### config.mk
export PLATFORM = sky130hd
export DESIGN_NAME = paralelo_serial_scheduler
export DESIGN_NICKNAME = d
export VERILOG_FILES = /design/src/rtl/paralelo_serial_pkg.sv /design/src/rtl/rr_arbiter.sv /design/src/rtl/paralelo_serial_scheduler.sv
export SDC_FILE = /design/constraint.sdc
export NUM_CORES = 1
export LEC_CHECK = 0
export CORE_MARGIN = 5
export CORE_UTILIZATION = 35
export CTS_BUF_LIST = sky130_fd_sc_hd__clkbuf_4 sky130_fd_sc_hd__clkbuf_8
export DETAILED_ROUTE_END_ITERATION = 16
export PLACE_DENSITY = 0.79
export SLEW_MARGIN = 30
export SYNTH_ARGS = -nofsm -noshare
export SYNTH_HDL_FRONTEND = slang
export SYNTH_SLANG_ARGS = --single-unit
### constraint.sdc
create_clock -name clk_4f -period 1.8 [get_ports clk_4f]
set_clock_uncertainty 0.2 [all_clocks]
set_input_delay 0.36 -clock clk_4f [delete_from_list [all_inputs] [get_ports clk_4f]]
set_output_delay 0.36 -clock clk_4f [all_outputs]
set_load 0.005 [all_outputs]
### src/rtl/paralelo_serial_pkg.sv
// rtl/paralelo_serial_pkg.sv - shared types and constants for the paralelo_serial scheduler
//
// Purpose : state encoding, idle/tag symbols and the grant index width helper.
// Ports   : none (package).
// Macro   : PS_SCHED_TAG_EN selects whether the TAG state is used by the scheduler.

package paralelo_serial_pkg;

    typedef enum logic [1:0] {
        ST_SYNC = 2'd0,
        ST_IDLE = 2'd1,
        ST_TAG  = 2'd2,
        ST_SEND = 2'd3
    } sched_state_e;

    localparam logic [7:0] IDLE_SYM_DEFAULT = 8'hBC;
    localparam logic [3:0] TAG_PREFIX       = 4'hF;

    // Width of an index able to address n items; never narrower than one bit.
    function automatic int grant_w(input int n);
        return (n <= 1) ? 1 : $clog2(n);
    endfunction

endpackage

### src/rtl/rr_arbiter.sv
// rtl/rr_arbiter.sv - combinational rotating-priority picker
//
// Purpose : returns the first asserted request at or after (last_grant+1) mod N_REQ.
// Ports   : req_valid  [N_REQ-1:0] in  - pending requests
//           last_grant [GW-1:0]    in  - most recently served requester
//           next_idx   [GW-1:0]    out - selected requester (0 when none)
//           any                    out - at least one request pending

module rr_arbiter
    import paralelo_serial_pkg::*;
#(
    parameter  int N_REQ = 4,
    localparam int GW    = grant_w(N_REQ)
) (
    input  logic [N_REQ-1:0] req_valid,
    input  logic [GW-1:0]    last_grant,
    output logic [GW-1:0]    next_idx,
    output logic             any
);

    always_comb begin
        int cand;
        cand     = 0;
        next_idx = '0;
        any      = 1'b0;
        // Walk the requesters in rotated order; the first hit wins.
        for (int k = 0; k < N_REQ; k++) begin
            cand = (int'(last_grant) + 1 + k) % N_REQ;
            if (!any && req_valid[GW'(cand)]) begin
                any      = 1'b1;
                next_idx = GW'(cand);
            end
        end
    end

endmodule

### src/rtl/paralelo_serial_scheduler.sv
// rtl/paralelo_serial_scheduler.sv - round-robin byte scheduler feeding the paralelo_serial serializer
//
// Purpose : after reset emits SYNC_LEN idle symbols, then grants bursts of up to
//           BURST_MAX bytes to N_REQ requesters in rotating order.
// Ports   : clk_4f, reset (sync, active-high)
//           req_valid [N_REQ-1:0] in, req_data [8*N_REQ-1:0] in, req_ready [N_REQ-1:0] out
//           ser_valid, ser_data [7:0] out (registered, to serializer valid_in/data_in)
//           grant_id [GW-1:0] out (current or last grant), busy out (state != IDLE)
// Macro   : PS_SCHED_TAG_EN - when defined each burst is preceded by header byte F0|grant_id.

module paralelo_serial_scheduler
    import paralelo_serial_pkg::*;
#(
    parameter  int         N_REQ     = 4,
    parameter  int         BURST_MAX = 4,
    parameter  int         SYNC_LEN  = 4,
    parameter  logic [7:0] IDLE_SYM  = IDLE_SYM_DEFAULT,
    localparam int         GW        = grant_w(N_REQ)
) (
    input  logic                 clk_4f,
    input  logic                 reset,
    input  logic [N_REQ-1:0]     req_valid,
    input  logic [8*N_REQ-1:0]   req_data,
    output logic [N_REQ-1:0]     req_ready,
    output logic                 ser_valid,
    output logic [7:0]           ser_data,
    output logic [GW-1:0]        grant_id,
    output logic                 busy
);

    localparam int SW = grant_w(SYNC_LEN);

    sched_state_e  state_q, state_d;
    logic [SW-1:0] sync_cnt_q, sync_cnt_d;
    logic [3:0]    burst_cnt_q, burst_cnt_d;
    logic          ser_valid_q, ser_valid_d;
    logic [7:0]    ser_data_q, ser_data_d;
    logic [GW-1:0] grant_id_q, grant_id_d;
    logic [GW-1:0] last_grant_q, last_grant_d;

    logic [GW-1:0] arb_idx;
    logic          arb_any;
    logic          handshake;
    logic [7:0]    sel_data;

    rr_arbiter #(.N_REQ(N_REQ)) u_arb (
        .req_valid  (req_valid),
        .last_grant (last_grant_q),
        .next_idx   (arb_idx),
        .any        (arb_any)
    );

    // Byte from the granted requester's slice.
    always_comb begin
        sel_data = '0;
        for (int i = 0; i < N_REQ; i++) begin
            if (grant_id_q == GW'(i)) begin
                sel_data = req_data[i*8 +: 8];
            end
        end
    end

    // req_ready is decoded from registered state only, so it never depends on req_valid.
    always_comb begin
        req_ready = '0;
        if (state_q == ST_SEND) begin
            req_ready[grant_id_q] = 1'b1;
        end
    end

    assign handshake = (state_q == ST_SEND) && req_valid[grant_id_q];

    always_comb begin
        state_d      = state_q;
        sync_cnt_d   = sync_cnt_q;
        burst_cnt_d  = burst_cnt_q;
        grant_id_d   = grant_id_q;
        last_grant_d = last_grant_q;
        ser_valid_d  = 1'b0;
        ser_data_d   = IDLE_SYM;

        case (state_q)
            ST_SYNC: begin
                sync_cnt_d = sync_cnt_q + 1'b1;
                if (sync_cnt_q == SW'(SYNC_LEN - 1)) begin
                    sync_cnt_d = '0;
                    state_d    = ST_IDLE;
                end
            end
            ST_IDLE: begin
                if (arb_any) begin
                    grant_id_d  = arb_idx;
                    burst_cnt_d = '0;
`ifdef PS_SCHED_TAG_EN
                    state_d     = ST_TAG;
`else
                    state_d     = ST_SEND;
`endif
                end
            end
`ifdef PS_SCHED_TAG_EN
            ST_TAG: begin
                ser_valid_d = 1'b1;
                ser_data_d  = {TAG_PREFIX, 4'(grant_id_q)};
                state_d     = ST_SEND;
            end
`endif
            ST_SEND: begin
                if (handshake) begin
                    ser_valid_d = 1'b1;
                    ser_data_d  = sel_data;
                    burst_cnt_d = burst_cnt_q + 4'd1;
                    if (burst_cnt_q == 4'(BURST_MAX - 1)) begin
                        state_d      = ST_IDLE;
                        last_grant_d = grant_id_q;
                    end
                end else begin
                    // A missed handshake closes the burst, even with zero bytes sent.
                    state_d      = ST_IDLE;
                    last_grant_d = grant_id_q;
                end
            end
            default: begin
                state_d = ST_SYNC;
            end
        endcase
    end

    always_ff @(posedge clk_4f) begin
        if (reset) begin
            state_q      <= ST_SYNC;
            sync_cnt_q   <= '0;
            burst_cnt_q  <= '0;
            ser_valid_q  <= 1'b0;
            ser_data_q   <= IDLE_SYM;
            grant_id_q   <= '0;
            // Pointing at the last requester gives requester 0 first priority.
            last_grant_q <= GW'(N_REQ - 1);
        end else begin
            state_q      <= state_d;
            sync_cnt_q   <= sync_cnt_d;
            burst_cnt_q  <= burst_cnt_d;
            ser_valid_q  <= ser_valid_d;
            ser_data_q   <= ser_data_d;
            grant_id_q   <= grant_id_d;
            last_grant_q <= last_grant_d;
        end
    end

    assign ser_valid = ser_valid_q;
    assign ser_data  = ser_data_q;
    assign grant_id  = grant_id_q;
    assign busy      = (state_q != ST_IDLE);

endmodule

After elaboration in Yosys (flattened, before gate mapping)
Cells that the tools add are included.
{"block": "op_classes", "n_lt_le_gt_ge": 6, "eq_ne": 13, "bitwise_logic": 2, "reduce_logical": 17, "n_addsub": 6, "n_mux": 41}
{"cell": "8-bit 2-to-1 mux", "count": 4}
{"cell": "2-bit 2-to-1 mux", "count": 11}
{"cell": "2-bit by 4-bit < comparator with 1-bit output (second input constant)", "count": 4}
{"cell": "1-bit 2-to-1 mux", "count": 15}
{"cell": "4-bit 2-to-1 mux", "count": 3}
{"cell": "1-bit binary-select mux with 2-bit select", "count": 5}
{"cell": "2-bit equality test (second input constant)", "count": 4}
{"cell": "4-bit one-hot mux with 2 select lines", "count": 1}
{"cell": "2-bit by 1-bit adder with 2-bit output (second input constant)", "count": 3}
{"cell": "2-bit != test (second input constant)", "count": 3}
{"cell": "2-bit one-hot mux with 3 select lines", "count": 1}
{"cell": "3-bit AND reduction", "count": 2}
{"cell": "1-bit logical AND", "count": 5}
{"cell": "2-bit adder (second input constant)", "count": 2}
{"cell": "4-bit by 1-bit adder with 4-bit output (second input constant)", "count": 1}
{"cell": "2-bit by 1-bit equality test with 1-bit output (second input constant)", "count": 2}
{"cell": "4-bit by 2-bit equality test with 1-bit output (second input constant)", "count": 1}
{"cell": "2-bit logical NOT", "count": 2}
{"cell": "2-bit by 1-bit != test with 1-bit output (second input constant)", "count": 2}
{"cell": "2-bit AND reduction", "count": 2}
{"cell": "1-bit logical NOT", "count": 3}
{"cell": "2-bit by 3-bit < comparator with 1-bit output (second input constant)", "count": 1}
{"cell": "3-bit by 2-bit != test with 1-bit output (second input constant)", "count": 1}
{"cell": "3-bit OR reduction", "count": 1}
{"cell": "other kinds (5)", "count": 6}
{"block": "word_totals", "word_cells": 92, "out_inout_bits": 16, "regBits": 21, "inputBits": 38}

Logic depth before layout (Yosys ltp)
Gate-level depths: netlist of run 1.
{"block": "depth", "word_depth": 16, "mapped_depth": 6, "mapped_depth_nobuf": 4}

Modules after synthesis
Synthesis of run 1 repeated with hierarchy kept, for this count alone.
{"block": "hier_totals", "cells_unflattened": 117, "hier_area_um2": 1122.3}
{"mod": "paralelo_serial_scheduler", "instances": 1, "area_each_um2": 1031.0, "cells_each": 103}
{"mod": "rr_arbiter", "instances": 1, "area_each_um2": 91.3, "cells_each": 14}

Least setup slack after synthesis of run 1
No wires, ideal clock.
{"block": "synth_timing", "path_kind": "input to register", "from": "in req_valid[0]", "to": "reg burst_cnt_q[2]", "n_path_buf": 0, "t_required_ns": 1.541, "arrival_time_ns": 1.549, "path_slack_ns": -0.009, "setup_ns": 0.059, "cell_stages": 4, "path_cell_list": "or4_4 > a21oi_2 > or4b_1 > nand2_1"}
{"block": "synth_between", "elab_chain_cells": 15}
{"element": "start: declaration", "line_no": "paralelo_serial_scheduler.sv:22", "rtl": "input logic [N_REQ-1:0] req_valid,"}
{"element": "1-bit binary-select mux with 2-bit select", "line_no": "rr_arbiter.sv:29", "rtl": "if (!any && req_valid[GW'(cand)]) begin"}
{"element": "1-bit 2-to-1 mux (not written as such) (2 in a row)", "line_no": "rr_arbiter.sv:29"}
{"element": "1-bit 2-to-1 mux", "line_no": "rr_arbiter.sv:29"}
{"element": "1-bit logical NOT", "line_no": "rr_arbiter.sv:29"}
{"element": "1-bit logical AND", "line_no": "rr_arbiter.sv:29"}
{"element": "1-bit 2-to-1 mux", "line_no": "rr_arbiter.sv:29"}
{"element": "1-bit logical NOT", "line_no": "rr_arbiter.sv:29"}
{"element": "1-bit logical AND", "line_no": "rr_arbiter.sv:29"}
{"element": "1-bit 2-to-1 mux", "line_no": "rr_arbiter.sv:29"}
{"element": "1-bit logical NOT", "line_no": "rr_arbiter.sv:29"}
{"element": "1-bit logical AND", "line_no": "rr_arbiter.sv:29"}
{"element": "1-bit 2-to-1 mux", "line_no": "rr_arbiter.sv:29"}
{"element": "2-bit != test (no source line)"}
{"element": "3-bit AND reduction (no source line) (*)"}
{"element": "end signal: assignment", "line_no": "paralelo_serial_scheduler.sv:142", "rtl": "burst_cnt_q <= burst_cnt_d;"}
{"element": "end: declaration", "line_no": "paralelo_serial_scheduler.sv:35", "rtl": "logic [3:0] burst_cnt_q, burst_cnt_d;"}
Every way passes the cells marked *; elsewhere a longest branch is shown, timed or not. The select of a mux whose other input is x is not followed.
A chain may end at the register's enable or synchronous reset.

Worst setup path in the final report of run 1
{"block": "layout_timing", "from": "in req_valid[1]", "to": "reg burst_cnt_q[2]"}
Same word-level chain as after synthesis.

==> flow_summary.yaml, run 1 <==
status:
  status: "finished, violations left"
  failed_checks: "setup timing"
placed_design:
  hpwl_mm: 2.95
  postPlaceCellArea_sq_um: 1830
  routabilityCongestion: 0.775
  io_buffers: 53
sta:
  fin_crit_ns: 1.81
  grt_setup_unrepaired: "yes"
  finalMaxSlewViolations: 0
  setup_viol: 1
  max_freq_mhz: 552
  hold_viol: 0
  period_share_pct: 101
  worstMarginPinSlew_ns: 0.249
  fin_ws_ns: -0.0116
  relSlewSlack_pct: 83.3
detailed_routing:
  firstDrtPassIters: 4
  vias: 1212
  routedWlPerCell_um: 15.1
  drc_errors: 0
  first_iter_violations: 34
  viasPerCell: 5.11
  wirelength_mm: 3.59
  ant_nets: 0
min_path:
  hp-class: "reg2reg"
  min_delay_path_depth: 2
  min_to: "burst_cnt_q[1]"
  hold_start: "burst_cnt_q[1]"
synth:
  ys_types: 36
  synth-xor-area-share_pct: 0
  syn_nets: 159
  synthAdderAreaFrac_pct: 2.22
  syn_avg_cell_area_sq_um: 9.46
  synth_top_family_by_area: "simple AND/OR/NAND/NOR gates"
  synth.area.mux_share_pct: 17.8
  async_flop_share_pct: 0
  yosysSeqAreaShare_pct: 37.3
  synth-edff-count: 0
  synth-seq-cells: 21
  syn_area_sq_um: 1130
  synthSimpleGateAreaFrac_pct: 20.2
  synth-main-ff-cell: "dfxtp_1"
  yosysWarnings: 0
  postSynthCellCount: 119
  synth_compound_area_share_pct: 17.2
setup_path:
  critPathLaunch: "req_valid[1]"
  timing.rr.start: "grant_id[1]"
  slowest_delay_ns: 0.55
  required_ns: 1.86
  path_depth: 5
  cp_slowest_cell: "or4_4"
  crit_path_start_kind: "primary input"
  r2r_slack_ns: 0.01
  path_delay_family: "simple AND/OR/NAND/NOR gates"
  crit_fanout: 3
  path_buf_inv: 1
  critPathCaptureType: "flip-flop"
  r2r_end: "burst_cnt_q[2]"
  critical_path_class: "in2reg"
  arrival_ns: 1.87
  reg2regPathDepth: 5
  crit_chain: "dlygate4sd2_1 > or4_4 > a21oi_2 > or4b_1 > nand2_1"
global_routing:
  grt_pass1_vias: 1221
  antenna_found_initial: 0
  grt_overflow: 0
  grt_max_degree: 12
  grt_first_pass_wirelength_mm: 5.51
  grt.total_usage_pct: 16.6
clock_network:
  tritoncts: "built"
  clockBufferDepth: 2
  clk-insertion-delay-late_ns: 0.31
  cts.sinks: 21
  cts_hold_buf: 0
  path_clk_slew_ns: 0.11
  clockRootBuffer: "clkbuf_4"
  cts_inserted_buffers: 3
  h-tree-depth: 1
pwr:
  p_per_area_nw_per_um2: 595
  leakage_nw: 0.782
  vdd_ir_drop_max_uv: 535
floorplan:
  io_pins: 54
  core.rowCount: 20
  dieArea_sq_um: 4450
  core_area_sq_um: 3080
  dieWidth_um: 66.7
  initial_core_util_pct: 36.6
  die_h_um: 66.7
cells_and_area:
  utilization_pct: 63.2
  final_common_cell: "clkdlybuf4s50_1"
  multi_input_area_sq_um: 691
  finalNetCount: 234
  antenna-diode-count: 0
  area.sequential_sq_um: 433
  fin_area_sq_um: 1940
  drive_gt1_share_pct: 28.5
  syn2layout_area_growth_pct: 72.7
  most-common-layout-cells: "clkdlybuf4s50_1 (42), buf_4 (19), dfxtp_1 (17)"
  n_fill_cell: 261
run:
  max-cap-violations: 0
==> worst max path at each step <==
stage	end	slack (ns)
3_3_place_gp	burst_cnt_q[2]	-0.44
6_report	burst_cnt_q[2]	-0.01
2_1_floorplan	burst_cnt_q[2]	0.008
4_1_cts	last_grant_q[1]	0.0003
5_1_grt	burst_cnt_q[2]	-0.03
3_5_place_dp	burst_cnt_q[2]	-0.50
==> routing by layer <==
metal / vias up / global-route usage (%) / wire (um) / share of wire (%)
li1: 587 / - / - / -
met3: 12 / 3.54 / 166 / 4.6
met4: 0 / 8.12 / 136 / 3.8
met1: 574 / 15.9 / 1350 / 38
met2: 39 / 32.8 / 1930 / 54
met5: - / 0 / 0 / 0
==> synth_stat cells (all sizes together) (2+ instances only) <==
master	number	area share [%]
a21boi	2	1.3
a21oi	12	5.7
a311o	2	1.8
and2	6	3.3
buf	3	1.2
clkbuf	4	1.3
dfxtp	21	37
ha	2	2.2
inv	8	2.7
mux2i	2	1.8
mux4	8	16
nand2	8	2.7
nand3	4	1.8
nor2	7	2.3
o21ai	6	2.7
or3	6	3.3
==> kinds of logic after synthesis <==
logic type                 after synthesis
and+or+nand+nor                         41
muxes                                   10
buffers and inverters                   15
DFF                                     21
AOI/OAI and AO/OA                       30
adders and majority gates                2
==> layout make-up <==
cell class,count,share of cell area [%]
timing repair buffer,77,36.3
multi-input combinational,83,35.5
sequential,21,22.3
tap,44,2.83
clock buffer,4,1.54
inverter,8,1.54
==> power by group <==
group / leakage [nW] / switching (mW) / internal (mW)
Sequential: 0.173 / 0.0287 / 0.500
Combinational: 0.591 / 0.150 / 0.235
Clock: 0.0184 / 0.142 / 0.102
==> flip-flops by register name, indices dropped and copies added (netlist names) <==
name / count
ser_valid: 1
burst_cnt_q: 4
grant_id: 2
state_q: 2
ser_data: 8
sync_cnt_q: 2
last_grant_q: 2
==> worst min-delay path, cell delays in order, from the launching register on <==
cell,delay [ns]
dfxtp_1,0.34
nand3_1,0.07
a21oi_1,0.06
==> per-stage QoR <==
| stage | total power [mW] | std cells | worst slack, ns | hold WS [ns] | TNS [ns] |
|---|---|---|---|---|---|
| after global routing | 1.24 | 237 | -0.0252 | 0.351 | -0.0519 |
| after detailed placement | 0.903 | 228 | -0.496 | 0.280 | -6.65 |
| after CTS | 1.15 | 235 | 0.000250 | 0.298 | 0 |
| after global placement | 0.876 | 228 | -0.441 | 0.268 | -5.72 |
| final | 1.16 | 237 | -0.0116 | 0.305 | -0.0116 |
| after floorplan | 0.708 | 119 | 0.00787 | 0.255 | 0 |
==> repair_timing <==
item	in CTS	in global routing
pin swaps	3	9
setup endpoints to repair	23	14
setup buffers	4	2
gates resized for setup	26	18
No activity file was read; power rests on OpenSTA's default activity.
==> run 2, diff against run 1 <==
Settings changed: ABC_CLOCK_PERIOD_IN_PS set to 1800, CELL_PAD_IN_SITES_DETAIL_PLACEMENT set to 0, CELL_PAD_IN_SITES_GLOBAL_PLACEMENT set to 1, CORE_UTILIZATION 35 to 27, PLACE_DENSITY 0.79 to 0.83.
==> run 2 against run 1 <==
Register-to-register slack better by 0.07 ns; the flow now finishes without violations; critical path type unchanged; flip-flop and latch count unchanged; global-route usage shrank 4.2 points; first-iteration DRC count is 5.9% higher; sequential share of layout area rose by 0.072 points; highest routed layer unchanged; non-clock buffer count shrank 2; largest cell class unchanged.
==> flow_summary.yaml, run 2 (synthesized netlist as in run 1, its figures left out) <==
cells_and_area:
  drive_gt1_share_pct: 23.0
  syn2layout_area_growth_pct: 72.1
  area.sequential_sq_um: 433
  multi_input_area_sq_um: 667
  antenna-diode-count: 0
  finalNonFillerCells: 241
  most-common-layout-cells: "clkdlybuf4s50_1 (42), buf_4 (20), dfxtp_1 (17)"
  largest_register_ffs: 8
  n_fill_cell: 399
  fin_area_sq_um: 1940
  finalNetCount: 232
  final_common_cell: "clkdlybuf4s50_1"
pwr:
  vdd_ir_drop_max_uv: 273
  leakage_nw: 0.772
  p_per_area_nw_per_um2: 628
clock_network:
  clockBufferDepth: 2
  clk-insertion-delay-late_ns: 0.25
  clockRootBuffer: "clkbuf_8"
  cts_inserted_buffers: 3
  h-tree-depth: 1
  tritoncts: "built"
  path_clk_slew_ns: 0.07
  cts.sinks: 21
placed_design:
  routabilityCongestion: 0.859
  postPlaceCellArea_sq_um: 1840
  dp.cells: 235
  hpwl_mm: 2.86
  io_buffers: 53
  pre_cts_ws_ns: -0.477
status:
  status: "complete, no violations"
detailed_routing:
  ant_nets: 0
  vias: 1200
  drc_errors: 0
  first_iter_violations: 36
  viasPerCell: 4.98
  wirelength_mm: 3.47
  firstDrtPassIters: 4
  routedWlPerCell_um: 14.4
sta:
  period_share_pct: 97.5
  fin_crit_ns: 1.76
  finalMaxSlewViolations: 0
  max_freq_mhz: 570
  fin_ws_ns: 0.0441
  relSlewSlack_pct: 79.1
  hold_viol: 0
  setup_viol: 0
  worstMarginPinSlew_ns: 0.305
  grt_setup_unrepaired: "no"
setup_path:
  reg2regPathDepth: 7
  required_ns: 1.80
  crit_path_start_kind: "primary input"
  arrival_ns: 1.76
  slowest_delay_ns: 0.56
  crit_chain: "clkdlybuf4s15_1 > or4_4 > a21oi_4 > or4b_1 > nand2_1"
  crit_fanout: 3
  critPathCaptureType: "flip-flop"
  r2r_slack_ns: 0.08
  critical_path_class: "in2reg"
  cp_slowest_cell: "or4_4"
run:
  max-cap-violations: 0
global_routing:
  antenna_found_initial: 0
  grt_overflow: 0
  grt_pass1_vias: 1219
  grt_first_pass_wirelength_mm: 5.29
  grt_max_degree: 12
  grt.total_usage_pct: 12.5
floorplan:
  core.rowCount: 23
  dieArea_sq_um: 5560
  initial_core_util_pct: 28.0
  io_pins: 54
  die_h_um: 74.6
  dieWidth_um: 74.6
  core_area_sq_um: 4030
min_path:
  hp-class: "reg2reg"
  min_delay_path_depth: 2
[run 2: repair_timing]
action                     CTS  global route
hold buffers                 0             0
resized for setup           26             6
pin swaps                    4             6
setup endpoints to repair   22             7
setup buffers                2             0
[run 2: path summary, 6_finish.rpt]
check,startpoint,to
max,req_valid[2],burst_cnt_q[2]
min,sync_cnt_q[1],sync_cnt_q[1]
max reg2reg,grant_id[0],last_grant_q[1]
min reg2reg,sync_cnt_q[1],sync_cnt_q[1]
[run 2: critical path: cells and delay by family]
kind,cells,cell delay (ns)
AND/OR/NAND/NOR,3,1.07
buffers and inverters,1,0.18
AO/OA/AOI/OAI,1,0.15
[run 2: metal layers]
layer	global-route usage (%)	share of wire, %
met1	13.3	42
met2	22.4	44
met3	4.73	13
met4	4.35	1.0
met5	0	0
[run 2: final cells by class]
| cell class | instances | area share (%) |
|---|---|---|
| clock buffer | 4 | 2.52 |
| inverter | 8 | 1.55 |
| multi-input combinational | 83 | 34.4 |
| sequential | 21 | 22.3 |
| tap | 50 | 3.23 |
| timing repair buffer | 75 | 36.0 |
[run 2: where the power goes]
group | leakage (nW) | total (mW) | internal (mW) | switching (mW)
combinational | 0.573 | 0.372 | 0.229 | 0.143
clock | 0.0262 | 0.316 | 0.172 | 0.144
sequential | 0.173 | 0.529 | 0.500 | 0.0287
[run 2: through the flow]
step                setup TNS [ns]  hold slack [ns]  power [mW]  utilization, %
finish                           0            0.275        1.22            48.1
detailed placement           -6.42            0.268       0.897            45.7
global placement             -6.02            0.266       0.882            45.7
floorplan                        0            0.255       0.708               -
CTS                              0            0.278        1.22            47.5
global route                     0            0.304        1.30            48.1
